===== src/rtl/wishbone_uart_rx_pkg.sv =====
// wishbone_uart_rx_pkg: receiver state encodings, register map, STATUS bit indices and shared bit-period helper
package wishbone_uart_rx_pkg;

    typedef enum logic [2:0] {
        RX_IDLE   = 3'd0,
        RX_START  = 3'd1,
        RX_DATA   = 3'd2,
        RX_PARITY = 3'd3,
        RX_STOP   = 3'd4
    } rx_state_t;

    localparam logic [1:0] REG_DATA   = 2'd0;
    localparam logic [1:0] REG_STATUS = 2'd1;

    localparam int ST_NOT_EMPTY  = 0;
    localparam int ST_FULL       = 1;
    localparam int ST_OVERRUN    = 2;
    localparam int ST_FRAME_ERR  = 3;
    localparam int ST_PARITY_ERR = 4;
    localparam int ST_COUNT_LSB  = 8;

    function automatic int bit_div(input int clk_freq, input int baud);
        return clk_freq / baud;
    endfunction

endpackage


===== src/rtl/uart_rx_fifo.sv =====
// uart_rx_fifo: first-word-fall-through receive FIFO; pointers carry an extra wrap bit
module uart_rx_fifo #(
    parameter int Width     = 8,
    parameter int FifoDepth = 8
) (
    input  logic                       clk,
    input  logic                       rst,
    input  logic                       push,
    input  logic [Width-1:0]           din,
    input  logic                       pop,
    output logic [Width-1:0]           dout,
    output logic                       empty,
    output logic                       full,
    output logic [$clog2(FifoDepth):0] count
);
    localparam int AW = $clog2(FifoDepth);
    localparam logic [AW:0] FULL_CNT = FifoDepth[AW:0];

    logic [Width-1:0] mem [FifoDepth];
    logic [AW:0] wr_ptr, rd_ptr;
    logic do_push, do_pop;

    assign count   = wr_ptr - rd_ptr;
    assign empty   = wr_ptr == rd_ptr;
    assign full    = count == FULL_CNT;
    assign dout    = mem[rd_ptr[AW-1:0]];
    assign do_pop  = pop & ~empty;
    // a pop in the same cycle frees the slot, so a push into a full FIFO still lands
    assign do_push = push & (~full | do_pop);

    always_ff @(posedge clk or posedge rst)
        if (rst) begin
            wr_ptr <= '0;
            rd_ptr <= '0;
        end else begin
            wr_ptr <= wr_ptr + {{AW{1'b0}}, do_push};
            rd_ptr <= rd_ptr + {{AW{1'b0}}, do_pop};
        end

    always_ff @(posedge clk)
        if (do_push) mem[wr_ptr[AW-1:0]] <= din;

endmodule


===== src/rtl/wishbone_uart_rx.sv =====
// wishbone_uart_rx: Wishbone slave 8N1 UART receiver with FWFT FIFO and level IRQ while data is pending.
// Define UART_RX_PARITY_EN to expect an even parity bit between the data bits and the stop bit.
module wishbone_uart_rx
    import wishbone_uart_rx_pkg::*;
#(
    parameter int ClkFreq   = 20000000,
    parameter int BoundRate = 115200,
    parameter int FifoDepth = 8
) (
    input  logic        clk,
    input  logic        rst,
    input  logic        ser_rx,
    input  logic [31:0] wishbone_addr_i,
    input  logic [31:0] wishbone_data_i,
    input  logic        wishbone_we_i,
    input  logic [3:0]  wishbone_sel_i,
    input  logic        wishbone_stb_i,
    input  logic        wishbone_cyc_i,
    output logic [31:0] wishbone_data_o,
    output logic        wishbone_ack_o,
    output logic        rx_irq_o
);
    localparam int Div = bit_div(ClkFreq, BoundRate);
    localparam int CW  = $clog2(FifoDepth) + 1;
    localparam logic [9:0] DIV_LAST  = 10'(Div - 1);
    localparam logic [9:0] HALF_LAST = 10'(Div / 2 - 1);

    rx_state_t state, state_n;
    logic rx_meta, rx_s;
    logic [9:0] divcnt, divcnt_n;
    logic [2:0] bitcnt, bitcnt_n;
    logic [7:0] shreg, shreg_n;
    logic par_bad, par_bad_n;
    logic rx_push, frame_set, par_set, ovr_set;
    logic [7:0] fifo_dout;
    logic fifo_empty, fifo_full;
    logic [CW-1:0] fifo_count;
    logic overrun, frame_err, parity_err;
    logic req, ack_set, pop, st_wr;
    logic [1:0] reg_sel;
    logic [31:0] status, rdata;
    logic unused_bits;

    assign unused_bits = ^{wishbone_sel_i, wishbone_addr_i[31:4], wishbone_addr_i[1:0],
                           wishbone_data_i[31:5], wishbone_data_i[1:0]};

    always_ff @(posedge clk or posedge rst)
        if (rst) begin
            rx_meta <= 1'b1;
            rx_s    <= 1'b1;
            state   <= RX_IDLE;
            divcnt  <= '0;
            bitcnt  <= '0;
            shreg   <= '0;
            par_bad <= 1'b0;
        end else begin
            rx_meta <= ser_rx;
            rx_s    <= rx_meta;
            state   <= state_n;
            divcnt  <= divcnt_n;
            bitcnt  <= bitcnt_n;
            shreg   <= shreg_n;
            par_bad <= par_bad_n;
        end

    always_comb begin
        state_n   = state;
        divcnt_n  = divcnt + 10'd1;
        bitcnt_n  = bitcnt;
        shreg_n   = shreg;
        par_bad_n = par_bad;
        rx_push   = 1'b0;
        frame_set = 1'b0;
        par_set   = 1'b0;
        case (state)
            RX_IDLE: begin
                divcnt_n = '0;
                if (!rx_s) state_n = RX_START;
            end
            RX_START:
                if (divcnt == HALF_LAST) begin
                    divcnt_n  = '0;
                    bitcnt_n  = '0;
                    par_bad_n = 1'b0;
                    state_n   = rx_s ? RX_IDLE : RX_DATA;
                end
            RX_DATA:
                if (divcnt == DIV_LAST) begin
                    divcnt_n = '0;
                    shreg_n  = {rx_s, shreg[7:1]};
                    bitcnt_n = bitcnt + 3'd1;
`ifdef UART_RX_PARITY_EN
                    if (bitcnt == 3'd7) state_n = RX_PARITY;
`else
                    if (bitcnt == 3'd7) state_n = RX_STOP;
`endif
                end
`ifdef UART_RX_PARITY_EN
            RX_PARITY:
                if (divcnt == DIV_LAST) begin
                    divcnt_n  = '0;
                    par_bad_n = ^{shreg, rx_s};
                    par_set   = ^{shreg, rx_s};
                    state_n   = RX_STOP;
                end
`endif
            // leave at mid-stop-bit so a start bit right behind it is not missed
            RX_STOP:
                if (divcnt == DIV_LAST) begin
                    divcnt_n  = '0;
                    rx_push   = rx_s & ~par_bad;
                    frame_set = ~rx_s;
                    state_n   = RX_IDLE;
                end
            default: state_n = RX_IDLE;
        endcase
    end

    uart_rx_fifo #(.Width(8), .FifoDepth(FifoDepth)) u_fifo (
        .clk   (clk),
        .rst   (rst),
        .push  (rx_push),
        .din   (shreg),
        .pop   (pop),
        .dout  (fifo_dout),
        .empty (fifo_empty),
        .full  (fifo_full),
        .count (fifo_count)
    );

    assign req     = wishbone_cyc_i & wishbone_stb_i;
    assign ack_set = req & ~wishbone_ack_o;
    assign reg_sel = wishbone_addr_i[3:2];
    assign pop     = ack_set & ~wishbone_we_i & (reg_sel == REG_DATA) & ~fifo_empty;
    assign st_wr   = ack_set & wishbone_we_i & (reg_sel == REG_STATUS);
    assign ovr_set = rx_push & fifo_full & ~pop;
    assign rx_irq_o = ~fifo_empty;

    always_comb begin
        status = '0;
        status[ST_NOT_EMPTY]  = ~fifo_empty;
        status[ST_FULL]       = fifo_full;
        status[ST_OVERRUN]    = overrun;
        status[ST_FRAME_ERR]  = frame_err;
        status[ST_PARITY_ERR] = parity_err;
        status[ST_COUNT_LSB +: CW] = fifo_count;
    end

    assign rdata = wishbone_we_i ? '0 :
                   reg_sel == REG_DATA   ? {24'b0, fifo_empty ? 8'h00 : fifo_dout} :
                   reg_sel == REG_STATUS ? status : '0;

    // sticky error flags: write-1-to-clear, a new event in the same cycle wins
    always_ff @(posedge clk or posedge rst)
        if (rst) begin
            overrun         <= 1'b0;
            frame_err       <= 1'b0;
            parity_err      <= 1'b0;
            wishbone_ack_o  <= 1'b0;
            wishbone_data_o <= '0;
        end else begin
            overrun         <= ovr_set | (overrun & ~(st_wr & wishbone_data_i[ST_OVERRUN]));
            frame_err       <= frame_set | (frame_err & ~(st_wr & wishbone_data_i[ST_FRAME_ERR]));
            parity_err      <= par_set | (parity_err & ~(st_wr & wishbone_data_i[ST_PARITY_ERR]));
            wishbone_ack_o  <= ack_set;
            wishbone_data_o <= ack_set ? rdata : '0;
        end

endmodule


===== config.mk =====
export PLATFORM = sky130hd
export DESIGN_NAME = wishbone_uart_rx
export DESIGN_NICKNAME = d
export VERILOG_FILES = /design/src/rtl/wishbone_uart_rx_pkg.sv /design/src/rtl/uart_rx_fifo.sv /design/src/rtl/wishbone_uart_rx.sv
export SDC_FILE = /design/constraint.sdc
export NUM_CORES = 1
export LEC_CHECK = 0
export CORE_UTILIZATION = 46
export DETAILED_ROUTE_END_ITERATION = 8
export GPL_TIMING_DRIVEN = 0
export PLACE_DENSITY = 0.77
export SLEW_MARGIN = 10
export SYNTH_ARGS = -nofsm -noshare
export SYNTH_HDL_FRONTEND = slang
export SYNTH_SLANG_ARGS = --single-unit

===== constraint.sdc =====
create_clock -name clk -period 3.5 [get_ports clk]
set_input_delay 0.35 -clock clk [delete_from_list [all_inputs] [get_ports clk]]
set_output_delay 0.35 -clock clk [all_outputs]
set_load 0.01 [all_outputs]

==> metrics.txt, run 1 <==
Worst-path clk slew 0.06 ns; Overall Global Routing Usage 0.197; Max Cap Viol 0; Antenna Nets Post-Route 0; final worst path period share 0.958; CTS tree yes; Detailed Place HPWL roughly 6200 µm; drc violations 0; nature of the critical path endpoint register; CTS Buf Count 17; placed cells 507; layout cell share with drive strength beyond 1 0.267; relative slew slack 0.451; fill count about 750; skew final around 0.0097 ns; Synth top cells by count edfxtp_1 (64), dfrtp_1 (48), buf_4 (21), nand2_1 (20), nor2_1 (20); buffer and inverter count on the worst path 5; Vias/cell roughly 5.3; drt first pass iters 4; # diodes 0; initial antenna violation count 0; critical path class register to register; Sw Pwr between 600 and 700 µW; Final Hold Fails 0; ys async rst share 0.439; Pwr Density just over 500 mW/mm²; Synth Flop Type edfxtp_1; syn avg cell area ~15 µm²; Non-Filler Instances about 540; P&R area growth vs syn 24.8%; Util after Layout 0.593; row cnt 37; nets between 400 and 500; root buffer cell clkbuf_8; IO Count 108; number of clock sinks between 100 and 150; Slowest cell on crit path o41ai_4; synth top area cells edfxtp_1 (39%), dfrtp_1 (24%), mux4_2 (7.3%); sequential share of power 0.454; status complete, no violations; r2r setup slk about 0.15 ns; worst skew pair latency about 0.52 ns; combinational share of power 0.019; Final Setup Violations 0; vias about 2900; core box area just over 0.01 mm²; Post-Place Setup Slack -0.583 ns; overall routed net length just under 10000 µm; Net Sw Frac 0.210; Max Fclk about 300 MHz; Yosys top cell by area edfxtp_1; CP peak stage delay 0.59 ns; Crit Reg-Reg Startpoint u_fifo.rd_ptr[1]$_DFF_PP0_; post-synthesis cell count 321; die area roughly 0.011 mm²; CP delay by family, top buffers and inverters; worst-case clock buffer depth 2; max-slew violation count 0; post-route minimum period about 3.4 ns; Cell Chain, Critical Path clkbuf_4 > clkbuf_4 > inv_1 > ha_1 > nand3_1 > or2_1 > nand3_2 > inv_2 > o41ai_4 > inv_1 > ha_1 > ha_1 > xor2_1; number of flops mapped to enable cells by yosys 64; CP Depth 13; Mapped Area around 0.005 mm²; synth warn 0; register bit total from synthesis approximately 110; routability-driven placement congestion ratio about 0.81; hold_buf cts 0; htree depth 4; Max Fanout on Critical Path 10; P_leak about 2.6 nW; most used cell, CP ha_1; WP data arrival 3.73 ns; count of cell types in the netlist 50; top-count cell post-synth edfxtp_1; vias in the first global route ~3000; GRT overflow 0; Die W about 110 µm; largest net degree at the start of global routing 39; CP Launch Type register; reg2reg path depth 13; Min-Delay Path Class input port to asynchronous set/reset pin; Req. time, crit path between 3 and 4 ns; Die H about 110 µm; Port Buffer Count 24; Worst-Margin Slew 0.818 ns; Final Power approximately 3.1 mW; wire per inst 17.9 µm; peak supply drop about 260 µV; RR Endpoint u_fifo.wr_ptr[2]$_DFF_PP0_; Clk pwr share 0.527; DRT iter0 DRCs 190; Pint approximately 2.5 mW; area fraction of the dominant cell type after synthesis 0.392; Initial Util 0.475; first-pass GRT wire length between 15000 and 20000 µm; sequential area share after synthesis 0.647; PnR worst setup slack roughly 0.15 ns
what timing repair did:
action                                  in CTS  in global routing
endpoints found under the setup margin      69                 32
resized for setup                            4                  4
buffers inserted                             0                  1
gates cloned                                 1                  0
endpoints found under the hold margin        0                  0
pin swaps                                    1                  1
per-layer routing:
metal	routed length [µm]	global-route usage
met1	3900	0.233
met2	4990	0.330
met3	581	0.0581
met4	188	0.0915
met5	0	0
worst register-to-register path: cells and delay by family (launching register included):
kind                     cells  cell delay (ns)
AO/OA/AOI/OAI                1             0.59
XOR/XNOR                     1             0.14
adder cells (fa/ha/maj)      3             0.71
buffers and inverters        5             0.82
flip-flops                   1             0.41
AND/OR/NAND/NOR              3             0.54
registers in the layout (all words and copies together) (netlist names):
| name | flops |
|---|---|
| rx_meta | 1 |
| frame_err | 1 |
| rx_s | 1 |
| state | 3 |
| shreg | 8 |
| u_fifo.mem | 64 |
| divcnt | 10 |
| bitcnt | 3 |
| u_fifo.rd_ptr | 4 |
| wishbone_ack_o | 1 |
| overrun | 1 |
| u_fifo.wr_ptr | 4 |
| parity_err | 1 |
| wishbone_data_o | 12 |
cell usage in the layout (no fill, tap or decap), drive strengths merged, types with 12 or more instances in the layout:
| cell | count |
|---|---|
| edfxtp | 64 |
| dfrtp | 48 |
| buf | 32 |
| clkdlybuf4s50 | 24 |
| clkbuf | 22 |
| nand2 | 20 |
| nor2 | 20 |
| conb | 20 |
| mux4 | 16 |
| inv | 14 |
| ha | 12 |
per-stage QoR:
stage                     setup TNS, ns  hold slack, ns  instance area [µm²]
after detailed placement         -26.44           0.353                 5500
final                                 0          0.0990                 6120
after global placement           -68.30           0.348                 5390
after floorplan                       0           0.345                 4980
after CTS                             0          0.0867                 6110
after global routing            -0.0165           0.105                 6120
cell type report:
cell class | count | area, µm² | area share
buffer | 28 | 195 | 0.0319
clock buffer | 18 | 418 | 0.0682
clock inverter | 14 | 155 | 0.0253
inverter | 11 | 41.3 | 0.00674
multi-input combinational | 188 | 1660 | 0.270
sequential | 114 | 3180 | 0.518
tap | 136 | 170 | 0.0278
timing repair buffer | 32 | 313 | 0.0511
worst max-delay path by stage:
stage	start	to
global route	u_fifo.rd_ptr[1]$_DFF_PP0_	u_fifo.wr_ptr[2]$_DFF_PP0_
finish	u_fifo.rd_ptr[1]$_DFF_PP0_	u_fifo.wr_ptr[2]$_DFF_PP0_
global placement	u_fifo.rd_ptr[1]$_DFF_PP0_	u_fifo.mem[6][5]$_DFFE_PP_
floorplan	u_fifo.rd_ptr[1]$_DFF_PP0_	u_fifo.mem[4][0]$_DFFE_PP_
CTS	u_fifo.rd_ptr[1]$_DFF_PP0_	u_fifo.mem[0][0]$_DFFE_PP_
detailed placement	u_fifo.rd_ptr[1]$_DFF_PP0_	u_fifo.wr_ptr[2]$_DFF_PP0_
power groups by stage:
stage	combinational [mW]	sequential, mW	clock, mW
6_report	0.0598	1.41	1.64
5_1_grt	0.0664	1.41	1.74
4_1_cts	0.0604	1.41	1.66
3_5_place_dp	0.0598	1.44	0
3_3_place_gp	0.0559	1.44	0
2_1_floorplan	0.0377	1.44	0
kinds of logic after synthesis:
logic type / after synthesis / synth area share
AO/OA/AOI/OAI: 24 / 0.0405
XOR/XNOR: 14 / 0.0250
adder cells (fa/ha/maj): 13 / 0.0347
buffers and inverters: 39 / 0.0466
flip-flops: 114 / 0.647
multiplexers: 29 / 0.102
other: 1 / 0.000764
AND/OR/NAND/NOR: 87 / 0.103
(Power assumes the default switching activity.)
==> run 2: changes to the inputs <==
Settings changed: PLACE_DENSITY 0.77 to not set, PLACE_DENSITY_LB_ADDON set to 0.25, TNS_END_PERCENT set to 5.
==> run 2 against run 1 <==
  * Sequential power hardly changed
  * Sequential share of layout area decreased by 0.34 points
  * Sequential cell count is the same
  * Combinational power down 3%
  * Fmax is 1.2% lower
  * Setup slack worse by 0.042 ns
  * Hold slack gained 0.048 ns
  * First-iteration DRC count decreased by 37%
  * Die area is the same
  * Routed wire length fell by 6.2%
  * Power up 5.3%
  * Clock-buffer cell count is 1 lower
  * Critical endpoint unchanged
==> metrics.txt, run 2 (synthesis results as in run 1) <==
Max Fclk ~290 MHz; htree depth 4; Max Cap Viol 0; routability-driven placement congestion ratio approximately 0.73; Final Hold Fails 0; Max Fanout on Critical Path 10; PnR worst setup slack 0.103 ns; Min-Delay Path Class input port to asynchronous set/reset pin; Worst-path clk slew around 0.060 ns; row cnt 37; highest-count cells in the layout ignoring fill and taps edfxtp_1 (64), dfrtp_1 (48), buf_4 (27); skew final 0.00492 ns; status complete, no violations; placed cells approximately 500; max-slew violation count 0; Detailed Place HPWL approximately 6000 µm; critical path class register to register; DRT iter0 DRCs between 100 and 150; P&R area growth vs syn 25.6%; # diodes 0; Post-DP Area approximately 0.0055 mm²; GRT overflow 0; first-pass GRT wire length 14700 µm; CTS Buf Count 17; wire per inst ~17 µm; Initial Util 0.475; setup tns final 0 ns; root buffer cell clkbuf_8; r2r setup slk between 0.1 and 0.15 ns; commonest non-fill, non-tap cell in the layout edfxtp_1; reg2reg path depth 13; layout cell share with drive strength beyond 1 0.267; Port Buffer Count 24; Final Setup Violations 0; Overall Global Routing Usage 0.181; Vias/cell between 5 and 6; relative slew slack 0.474; worst skew pair latency around 0.50 ns; P_leak between 2 and 3 nW; die area 0.0111 mm²; Post-Place Setup Slack -0.550 ns; post-layout instance area approximately 0.0062 mm²; IO Count between 100 and 150; RSZ-0062 raised after global routing true; nets ~480; RR Endpoint u_fifo.wr_ptr[2]$_DFF_PP0_; final worst path period share 0.971; Die H roughly 110 µm; Req. time, crit path between 3 and 4 ns; number of clock sinks 114; overall routed net length about 9100 µm; core box area 0.0103 mm²; vias in the first global route about 2800; post-route minimum period 3.40 ns; CP Launch Type register; Crit Reg-Reg Startpoint u_fifo.rd_ptr[1]$_DFF_PP0_; worst-case clock buffer depth 2; vias 2743; drt first pass iters 4; Antenna Nets Post-Route 0; Worst-Margin Slew 0.784 ns; hold_buf cts 0; drc violations 0; crit path from u_fifo.rd_ptr[1]$_DFF_PP0_; Pwr Density 532 mW/mm²; Setup Buffers After CTS 0; nature of the critical path endpoint register; initial antenna violation count 0; largest net degree at the start of global routing 36; peak supply drop 391 µV; Non-Filler Instances 540; max reg flops 64; WP data arrival between 3 and 4 ns; CTS tree yes; Die W between 100 and 150 µm
## run 2: changes by cell type in the layout (fill, tap and decap cells not counted), moves of 2 or more
cell,before,now
clkinv_4,4,1
clkinv_2,0,4
bufinv_16,2,5
clkbuf_2,0,2
clkbuf_4,2,0
inv_6,3,1
## run 2: how the worst max path moves through the flow
stage / depth (start not counted) / endpoint / slack [ns]
after floorplan: 10 / u_fifo.mem[4][0]$_DFFE_PP_ / 0.04
after global placement: 10 / u_fifo.mem[6][4]$_DFFE_PP_ / -1.27
after detailed placement: 13 / u_fifo.wr_ptr[2]$_DFF_PP0_ / -0.55
after CTS: 11 / u_fifo.mem[4][6]$_DFFE_PP_ / 0.09
after global routing: 11 / u_fifo.mem[4][5]$_DFFE_PP_ / -0.05
final: 13 / u_fifo.wr_ptr[2]$_DFF_PP0_ / 0.10
## run 2: critical path, cell delays in order (launching register included)
cell and delay (ns):
dfrtp_1 0.40, clkbuf_2 0.28, clkbuf_2 0.33, inv_1 0.09, ha_1 0.31, nand3_1 0.07, or2_1 0.29, nand3_2 0.23
inv_2 0.11, o41ai_4 0.50, inv_1 0.10, ha_1 0.22, ha_1 0.19, xor2_1 0.15
## run 2: timing repair
item / 4_1_cts / 5_1_grt
pin swaps: 1 / 0
cloned: 1 / 0
resized for setup: 4 / 0
endpoints found under the hold margin: 0 / 0
setup endpoints to repair: 69 / 35
## run 2: report_power, final
part | leakage, nW | total (mW) | internal, mW | switching (mW)
clock network | 0.301 | 1.81 | 1.22 | 0.586
logic | 0.908 | 0.0581 | 0.0293 | 0.0288
registers | 1.42 | 1.41 | 1.41 | 0.00135
total | 2.63 | 3.28 | 2.66 | 0.616
## run 2: area by class of cell
cell class / count / area, µm²
Fill cell: 792 / 4160
Sequential cell: 114 / 3180
Multi-Input combinational cell: 188 / 1650
Clock buffer: 17 / 414
Timing Repair Buffer: 31 / 305
Clock inverter: 15 / 214
Buffer: 28 / 190
Tap cell: 136 / 170
Inverter: 11 / 41.3
## run 2: layer usage
metal / share of wire / track usage / up-vias / wire [µm]
met5: 0 / 0 / - / 0
met4: 0.014 / 0.0584 / 0 / 125
met3: 0.038 / 0.0662 / 11 / 340
met2: 0.52 / 0.301 / 54 / 4700
met1: 0.43 / 0.220 / 1366 / 3900
li1: - / - / 1312 / -
## run 2: through the flow
step / utilization / hold WS, ns / total power [mW]
after floorplan: - / 0.345 / 1.48
after global placement: 0.522 / 0.346 / 1.49
after detailed placement: 0.533 / 0.347 / 1.50
after CTS: 0.597 / 0.134 / 3.32
after global routing: 0.597 / 0.155 / 3.39
final: 0.597 / 0.147 / 3.28
